$ cat src/rtl/ul_acc_if.sv
// Handshake/data bundle for ul_acc: operand side, result side and status.
// Build with UL_ACC_PARITY_EN defined to add the registered parity output.
interface ul_acc_if #(
  parameter int WIDTH = 8,
  parameter int CNT_W = 8
);
  logic             in_valid;
  logic             in_ready;
  logic [WIDTH-1:0] a;
  logic [WIDTH-1:0] b;
  logic [1:0]       s;
  logic             use_acc;
  logic             acc_clr;
  logic             out_valid;
  logic             out_ready;
  logic [WIDTH-1:0] out;
  logic             zero;
  logic [CNT_W-1:0] op_count;
  logic             dbg_state;
`ifdef UL_ACC_PARITY_EN
  logic             parity;
`endif

  // Handshake rule on both sides: a transfer happens on a rising edge where
  // valid && ready are both high; valid must not depend on ready.
  modport slave (
    input  in_valid, a, b, s, use_acc, acc_clr, out_ready,
`ifdef UL_ACC_PARITY_EN
    output parity,
`endif
    output in_ready, out_valid, out, zero, op_count, dbg_state
  );

  modport master (
    output in_valid, a, b, s, use_acc, acc_clr, out_ready,
`ifdef UL_ACC_PARITY_EN
    input  parity,
`endif
    input  in_ready, out_valid, out, zero, op_count, dbg_state
  );
endinterface

$ cat src/rtl/ul_acc.sv
// Registered bitwise logic unit (AND/OR/XOR/NOT) with accumulator operand,
// one-entry output buffer and op counter. Optional parity: UL_ACC_PARITY_EN.
module ul_acc #(
  parameter int WIDTH = 8,
  parameter int CNT_W = 8
) (
  input  logic   clk,
  input  logic   reset,
  ul_acc_if.slave bus
);
  localparam logic [0:0] ST_EMPTY = 1'b0;
  localparam logic [0:0] ST_FULL  = 1'b1;

  logic [0:0]       state_q, state_d;
  logic [WIDTH-1:0] out_q, out_d;
  logic             zero_q, zero_d;
  logic [WIDTH-1:0] acc_q, acc_d;
  logic [CNT_W-1:0] cnt_q, cnt_d;
  logic [WIDTH-1:0] opb;
  logic [WIDTH-1:0] f;
  logic             accept;

  assign bus.in_ready = (state_q == ST_EMPTY) || bus.out_ready;
  assign accept       = bus.in_valid && bus.in_ready;
  assign opb          = bus.use_acc ? acc_q : bus.b;

  always_comb begin
    f = '0;
    case (bus.s)
      2'b00:   f = bus.a & opb;
      2'b01:   f = bus.a | opb;
      2'b10:   f = bus.a ^ opb;
      default: f = ~bus.a;
    endcase
  end

  always_comb begin
    state_d = state_q;
    out_d   = out_q;
    zero_d  = zero_q;
    acc_d   = acc_q;
    cnt_d   = cnt_q;
    if (accept) begin
      state_d = ST_FULL;
      out_d   = f;
      zero_d  = (f == '0);
      acc_d   = f;
      cnt_d   = cnt_q + 1'b1;
    end else begin
      if (state_q == ST_FULL && bus.out_ready) state_d = ST_EMPTY;
      // A same-cycle accept already overwrote acc above, so clear only here.
      if (bus.acc_clr) acc_d = '0;
    end
  end

  always_ff @(posedge clk) begin
    if (reset) begin
      state_q <= ST_EMPTY;
      out_q   <= '0;
      zero_q  <= 1'b0;
      acc_q   <= '0;
      cnt_q   <= '0;
    end else begin
      state_q <= state_d;
      out_q   <= out_d;
      zero_q  <= zero_d;
      acc_q   <= acc_d;
      cnt_q   <= cnt_d;
    end
  end

  assign bus.out_valid = (state_q == ST_FULL);
  assign bus.out       = out_q;
  assign bus.zero      = zero_q;
  assign bus.op_count  = cnt_q;
  assign bus.dbg_state = state_q[0];

`ifdef UL_ACC_PARITY_EN
  logic parity_q;

  always_ff @(posedge clk) begin
    if (reset)       parity_q <= 1'b0;
    else if (accept) parity_q <= ^f;
  end

  assign bus.parity = parity_q;
`endif
endmodule

$ cat src/flat_wrapper.sv
// flat-port wrapper written by rule: the top's interface ports become plain ports
module ul_acc_flat 
#(
  parameter int WIDTH = 8,
  parameter int CNT_W = 8
)
  (clk, reset, bus_in_valid, bus_a, bus_b, bus_s, bus_use_acc, bus_acc_clr, bus_out_ready, bus_in_ready, bus_out_valid, bus_out, bus_zero, bus_op_count, bus_dbg_state);
  ul_acc_if #(.WIDTH(WIDTH), .CNT_W(CNT_W)) bus_i ();
  input  logic clk;
  input  logic reset;
  input wire logic [$bits(bus_i.in_valid)-1:0] bus_in_valid;
  input wire logic [$bits(bus_i.a)-1:0] bus_a;
  input wire logic [$bits(bus_i.b)-1:0] bus_b;
  input wire logic [$bits(bus_i.s)-1:0] bus_s;
  input wire logic [$bits(bus_i.use_acc)-1:0] bus_use_acc;
  input wire logic [$bits(bus_i.acc_clr)-1:0] bus_acc_clr;
  input wire logic [$bits(bus_i.out_ready)-1:0] bus_out_ready;
  output wire logic [$bits(bus_i.in_ready)-1:0] bus_in_ready;
  output wire logic [$bits(bus_i.out_valid)-1:0] bus_out_valid;
  output wire logic [$bits(bus_i.out)-1:0] bus_out;
  output wire logic [$bits(bus_i.zero)-1:0] bus_zero;
  output wire logic [$bits(bus_i.op_count)-1:0] bus_op_count;
  output wire logic [$bits(bus_i.dbg_state)-1:0] bus_dbg_state;
  assign bus_i.in_valid = bus_in_valid;
  assign bus_i.a = bus_a;
  assign bus_i.b = bus_b;
  assign bus_i.s = bus_s;
  assign bus_i.use_acc = bus_use_acc;
  assign bus_i.acc_clr = bus_acc_clr;
  assign bus_i.out_ready = bus_out_ready;
  assign bus_in_ready = bus_i.in_ready;
  assign bus_out_valid = bus_i.out_valid;
  assign bus_out = bus_i.out;
  assign bus_zero = bus_i.zero;
  assign bus_op_count = bus_i.op_count;
  assign bus_dbg_state = bus_i.dbg_state;
  ul_acc #(.WIDTH(WIDTH), .CNT_W(CNT_W)) u_core (.clk(clk), .reset(reset), .bus(bus_i));
endmodule
$ cat config.mk
export PLATFORM = sky130hd
export DESIGN_NAME = ul_acc_flat
export DESIGN_NICKNAME = d
export VERILOG_FILES = /design/src/rtl/ul_acc_if.sv /design/src/rtl/ul_acc.sv /design/src/flat_wrapper.sv
export SDC_FILE = /design/constraint.sdc
export NUM_CORES = 1
export LEC_CHECK = 0
export CAP_MARGIN = 20
export CORE_ASPECT_RATIO = 0.75
export CORE_MARGIN = 4
export CORE_UTILIZATION = 35
export CTS_CLUSTER_DIAMETER = 80
export DETAILED_ROUTE_END_ITERATION = 7
export SYNTH_ARGS = -nofsm -noshare
export SYNTH_HDL_FRONTEND = slang
export SYNTH_SLANG_ARGS = --single-unit
$ cat constraint.sdc
create_clock -name clk -period 4.4 [get_ports clk]
set_input_delay 0.88 -clock clk [delete_from_list [all_inputs] [get_ports clk]]
set_output_delay 0.88 -clock clk [all_outputs]
set_load 0.03 [all_outputs]
### Yosys cells after proc, flatten, opt, wreduce, memory -nomap -nowiden

Cells that the tools add are included.

* multiplexer cells: 6
* add/subtract/negate cells: 1
* reduce and logical (&&, ||, !) cells: 7
* bitwise gates (word level): 5
* equality and inequality tests: 2

Operators with widths (count)
* 8-bit two-way mux: 3
* 8-bit case mux with 3 select lines: 1
* 8-bit by 1-bit adder with 8-bit output (second input constant): 1
* 8-bit bitwise AND: 1
* 8-bit zero test: 1
* 8-bit inverter: 1
* 8-bit bitwise OR: 1
* 8-bit bitwise XOR: 1
* 2-bit nonzero test: 2
* 2-bit by 1-bit == test with 1-bit output (second input constant): 1
* 2-bit == test (second input constant): 1
* 1-bit logical AND: 2
* 2-bit zero test: 1
* 1-bit two-way mux: 2
* 1-bit logical OR: 1
* 1-bit inverter: 1

* output and inout bits: 20
* word-level logic and storage cells: 26
* bits in registers: 26
* input bits: 24

### Depth between registers and ports, before layout

Gate-level depths: netlist (run 1).

* depth after elaboration: 4
* gate-level depth with buffers: 8
* gate-level depth less buffers: 7

### Worst setup path before layout (run 1)

No wires, ideal clock.

* path kind: input to register
* start: in bus_use_acc
* end: reg u_core.zero_q, in the netlist u_core.bus.zero
* cell stages on the path: 6
* arrival time: 2775 ps
* setup slack: 1540 ps
* path through: clkbuf_1 > mux2i_1 > ha_1 > mux4_2 > or3_1 > o31ai_2

* longest elaborated chain between the ends: 4

RTL lines
* start: declaration: RTL line flat_wrapper.sv:15 `input wire logic [$bits(bus_i.use_acc)-1:0] bus_use_acc;`
* 8-bit two-way mux (*): RTL line ul_acc.sv:25 `assign opb = bus.use_acc ? acc_q : bus.b;`
* 8-bit bitwise XOR (tied with other cells): RTL line ul_acc.sv:32 `2'b10: f = bus.a ^ opb;`
* 8-bit case mux with 3 select lines (*): RTL line ul_acc.sv:29 `case (bus.s)`
* 8-bit zero test (*): RTL line ul_acc.sv:46 `zero_d = (f == '0);`
* end signal: assignment: RTL line ul_acc.sv:66 `zero_q <= zero_d;`
* end: declaration: RTL line ul_acc.sv:16 `logic zero_q, zero_d;`

Every way passes the cells marked *; elsewhere a longest branch is shown, timed or not.
A chain may end at the register's enable or synchronous reset.

### Final worst setup path (run 1)

* start: in bus_out_ready
* end: out bus_in_ready

* longest elaborated chain between the ends: 1

RTL lines
* start: declaration: RTL line flat_wrapper.sv:17 `input wire logic [$bits(bus_i.out_ready)-1:0] bus_out_ready;`
* 1-bit logical OR: RTL line ul_acc.sv:23 `assign bus.in_ready = (state_q == ST_EMPTY) || bus.out_ready;`
* end: declaration: RTL line flat_wrapper.sv:18 `output wire logic [$bits(bus_i.in_ready)-1:0] bus_in_ready;`

Every way passes these cells.

==> results.txt, run 1 <==
NumNets Final: 261
CP Class: in -> out
Post-synth EDFFs: 0
Top FF cell, synth: dfxtp_1
area grow syn2layout: 32.0%
maximum vdd drop: 0.141 mV
clk_lat worst skew: 0.27 ns
top-count cell post-synth: inv_1
post-synth net total: 222
nature of the critical path endpoint: output port
synth top area cells: dfxtp_1 (33%), ha_1 (13%), mux4_1 (8.2%)
post-DP HPWL: 2700 um
status: completed
CP dominant cell by count: clkdlybuf4s50_1
initial core utilization: 37.8%
Synth area leader: dfxtp_1
DIE AREA: 5720 um^2
Yosys top cell area share: 32.6%
count of cell types in the netlist: 29
crit path time final: 3.24 ns
crit-path leading delay family: buffers and inverters
Vias: 1280
startpoint types: primary input
Seq/Total Area, Yosys: 32.6%
Port Buffers: 43
Worst path max stage delay: 0.75 ns
Pwr per Cell Area: 263 nW/um^2
Hold Crit Class: reg -> reg
Post-CTS Setup Repair Bufs: 0
Post-CTS Resized: 0
Slew Viols, Final: 0
Placeable Area: 4230 um^2
RSZ-0062 raised after global routing: false
crit path max fanout: 10
CP Buf/Inv Count: 2
Mean Syn Cell Area: 8.82 um^2
LEAKAGE: 0.933 nW
drt drc: 0
# IOs: 44
cell area after synthesis: 1600 um^2
slew at the pin closest to its max-slew limit: 0.569 ns
worst path cell trace: clkdlybuf4s50_1 > nand2b_1 > clkdlybuf4s50_1
Hold Vio Cnt, Final: 0
Sum Neg Setup Slack: 0 ns
Clock Tree Root: clkbuf_8
Total Wirelength: 3480 um
hold buffers post-CTS: 0
Total GRT Usage: 12.7%
number of buffers created by CTS: 3
Max clock buf depth: 2
FMAX: 309 MHz
H-tree depth: 1
crit path DAT: 2.36 ns
dpl cells: 270
Mapped Cells: 181
final non-filler cell total: 274
Yosys Warn Count: 0
count of final setup violators: 0
clk sink count: 26
layout cells sized above 1: 4.11%
Rows: 20
routed len/inst: 12.7 um
WP data required: 3.52 ns
antenna violations before repair: 0
ANT cells: 0
Die W: 86.0 um
top post-synthesis cells by count: inv_1 (31), dfxtp_1 (26), nand2_1 (21), a21oi_1 (20), ha_1 (17)
Worst path slowest cell: clkdlybuf4s50_1
DRT iter0 DRCs: 59
headroom to the max-slew limit: 62.1%
first-pass GRT wire length: 5800 um
Routed Antenna Nets: 0
clock slew at reported path FFs: 0.09 ns
grt ovf: 0
Clock Skew: 0.00245 ns
Max Cap Violations: 0
CTS tree: done
Period Utilization, post-route: 73.5%
Pre-antenna DRT Iters: 4
die height: 66.5 um
vias per inst: 4.67
number of global-route vias before repair: 1232
FF+latch count, synth: 26
asr flop ratio synth: 0%
Final Wtd Congestion: 0.768
largest net degree at the start of global routing: 28
-- area by class of cell --
type | instances | area, um^2
Tap cell | 55 | 68.8
Timing Repair Buffer | 44 | 438
Clock buffer | 4 | 55.1
Fill cell | 404 | 2120
Inverter | 31 | 116
Sequential cell | 26 | 520
Multi-Input combinational cell | 114 | 908
-- path summary, 6_finish.rpt --
kind | endpoint | cells past startpoint | slack (ns) | from
max | bus_in_ready | 3 | 1.16 | bus_out_ready
min | u_core.bus.out[4]$_SDFFE_PP0P_ | 2 | 0.46 | u_core.bus.out[4]$_SDFFE_PP0P_
max reg2reg | u_core.bus.zero$_SDFFE_PP0P_ | 5 | 2.50 | u_core.acc_q[6]$_SDFFE_PP0P_
min reg2reg | u_core.bus.out[4]$_SDFFE_PP0P_ | 2 | 0.46 | u_core.bus.out[4]$_SDFFE_PP0P_
-- report_power, final --
group	internal (mW)	leakage (nW)	switching, mW
Sequential	0.248	0.213	0.00825
Clock	0.0801	0.0288	0.0761
Combinational	0.0698	0.691	0.0724
Total	0.398	0.933	0.157
-- cell usage in the layout (no fill, tap or decap), drive strengths merged --
cell	instances
clkdlybuf4s50	43
inv	31
dfxtp	26
nand2	21
a21oi	20
ha	17
mux2i	8
nor2	7
mux4	7
nand2b	5
nand4	5
clkbuf	4
xor2	3
and2	3
or3	3
nand3	2
xnor2	2
nor3	2
o21ai	2
and3	1
a211o	1
o211ai	1
nand3b	1
o31ai	1
a21o	1
and4	1
buf	1
-- layer usage --
layer | global-route usage (%) | vias up | part of all wire (%)
li1 | - | 676 | -
met1 | 19.0 | 571 | 54
met3 | 1.24 | 4 | 4.1
met4 | 4.15 | 0 | 1.2
met5 | 0 | - | 0
met2 | 18.8 | 29 | 40
-- stage by stage --
step                setup slack [ns]  utilization, %  cell area [um^2]  hold slack, ns  power (mW)
CTS                             1.15            49.8              2110           0.463       0.564
finish                          1.16            49.8              2110           0.460       0.555
global route                    1.11            49.8              2110           0.496       0.586
detailed placement              1.01            48.5              2050           0.449       0.405
global placement                1.06            48.5              2050           0.443       0.404
floorplan                       1.54               -              1600           0.436       0.350
-- worst min-delay path: cells and delay by family (launching register included) --
kind | cells | cell delay [ns]
AO/OA/AOI/OAI | 1 | 0.05
flip-flops | 1 | 0.32
AND/OR/NAND/NOR | 1 | 0.05
-- kinds of logic after synthesis --
| group | synth area share (%) |
|---|---|
| AOI/OAI and AO/OA | 9.25 |
| adders and majority gates | 13.3 |
| muxes | 16.1 |
| and+or+nand+nor | 15.5 |
| xor gates and xnor gates | 2.74 |
| DFF | 32.6 |
| buffers and inverters | 10.5 |
-- registers in the layout, indices dropped and copies added (netlist names) --
signal,cells
u_core.acc_q,8
u_core.bus.dbg_state,1
u_core.bus.zero,1
u_core.bus.op_count,8
u_core.bus.out,8
No activity file was read; power rests on OpenSTA's default activity.
==> inputs of run 2 (changes only) <==
==> constraint.sdc (replaced) <==
create_clock -name clk -period 2.6 [get_ports clk]
set_input_delay 0.52 -clock clk [delete_from_list [all_inputs] [get_ports clk]]
set_output_delay 0.52 -clock clk [all_outputs]
set_load 0.03 [all_outputs]
==> run 2 against run 1 <==
Net effect: largest power group unchanged; worst hold slack got worse by 0.0048 ns; sequential power up 69%; largest cell class unchanged; non-clock buffer count grew 7; critical path type is now in -> reg.
==> results.txt, run 2 (same netlist as run 1, synthesis figures left out) <==
hold buffers post-CTS: 0
DIE AREA: 5720 um^2
FMAX: 394 MHz
post-DP HPWL: 2830 um
number of global-route vias before repair: 1237
clk_lat worst skew: 0.27 ns
DRT iter0 DRCs: 42
vias per inst: 4.63
Final Wtd Congestion: 0.775
Total Wirelength: 3510 um
status: completed
LEAKAGE: 0.966 nW
M2 GR Usage: 18.8%
Post-CTS Setup Repair Bufs: 0
Worst Min Path Start: u_core.bus.out[4]$_SDFFE_PP0P_
die height: 66.5 um
Vias: 1300
fill count: 405
most frequent cells in the layout: clkdlybuf4s50_1 (43), inv_1 (31), dfxtp_1 (26), nand2_1 (21), a21oi_1 (20)
NumNets Final: 268
antenna violations before repair: 0
Hold Vio Cnt, Final: 0
# IOs: 44
clock slew at reported path FFs: 0.09 ns
dpl ws: -0.223 ns
met1 Usage GRT: 19.1%
largest net degree at the start of global routing: 27
crit path DAT: 2.73 ns
worst r2r src: u_core.acc_q[6]$_SDFFE_PP0P_
startpoint types: primary input
Die W: 86.0 um
CTS tree: done
Pwr per Cell Area: 437 nW/um^2
headroom to the max-slew limit: 73.6%
routed len/inst: 12.5 um
RSZ-0062 raised after global routing: false
initial core utilization: 37.8%
maximum vdd drop: 0.187 mV
Routed Antenna Nets: 0
Period Utilization, post-route: 97.7%
Rows: 20
clk sink count: 26
slew at the pin closest to its max-slew limit: 0.395 ns
commonest non-fill, non-tap cell in the layout: clkdlybuf4s50_1
crit path time final: 2.54 ns
Clock Tree Root: clkbuf_8
Max clock buf depth: 2
busiest layer in global routing: met1
H-tree depth: 1
GR Util met3: 3.09%
CP Class: in -> reg
drt drc: 0
layout cells sized above 1: 7.08%
Max Cap Violations: 0
first-pass GRT wire length: 5870 um
area grow syn2layout: 35.3%
ANT cells: 0
Total GRT Usage: 12.8%
Placeable Area: 4230 um^2
Hold Crit Class: reg -> reg
final setup margin: 0.0596 ns
crit path max fanout: 3
number of buffers created by CTS: 3
Pre-antenna DRT Iters: 4
grt ovf: 0
nature of the critical path endpoint: register
Slew Viols, Final: 0
WP data required: 2.79 ns
Clock Skew: 0.00110 ns
count of final setup violators: 0
CP Launch Point: bus_use_acc
Post-CTS Resized: 0
Port Buffers: 43
Sum Neg Setup Slack: 0 ns
## run 2: cell count changes in the layout (fill, tap and decap cells not counted), sizes merged
cell,delta
buf,+7
## run 2: routing by layer
metal  part of all wire (%)  vias up  wire length, um
li1                       -      688                -
met5                      0        -                0
met2                     43       29             1510
met3                    5.5        0              193
met1                     51      583             1800
met4                      0        0                0
## run 2: final cells by class
type	count	area, um^2	share of cell area, %
clock buffers	4	55.1	2.55
well taps	55	68.8	3.19
multi-input cells	114	908	42.1
flip-flops and latches	26	520	24.1
repair buffers	51	490	22.7
inverters	31	116	5.39
## run 2: final timing paths
path              cells after the start  slack, ns                              to
setup / recovery                      6       0.06    u_core.bus.zero$_SDFFE_PP0P_
hold / removal                        2       0.46  u_core.bus.out[4]$_SDFFE_PP0P_
setup reg to reg                      5       0.65    u_core.bus.zero$_SDFFE_PP0P_
hold reg to reg                       2       0.46  u_core.bus.out[4]$_SDFFE_PP0P_
## run 2: through the flow
stage          instances  area [um^2]  hold slack (ns)  power (mW)  utilization (%)
2_1_floorplan        181         1600            0.436       0.592                -
3_3_place_gp         277         2100            0.445       0.691             49.8
3_5_place_dp         277         2100            0.449       0.695             49.8
4_1_cts              281         2160            0.461       0.955             51.1
5_1_grt              281         2160            0.486       0.997             51.1
6_report             281         2160            0.455       0.944             51.1
## run 2: power breakdown
group | switching (mW) | internal (mW) | total (mW)
Clock | 0.126 | 0.135 | 0.261
Sequential | 0.0140 | 0.420 | 0.434
Combinational | 0.124 | 0.125 | 0.249
## run 2: worst max-delay path: stages
cell and delay, ns:
clkdlybuf4s50_1 0.58, mux2i_1 0.28, ha_1 0.28, mux4_2 0.47, or3_1 0.37, o31ai_2 0.23
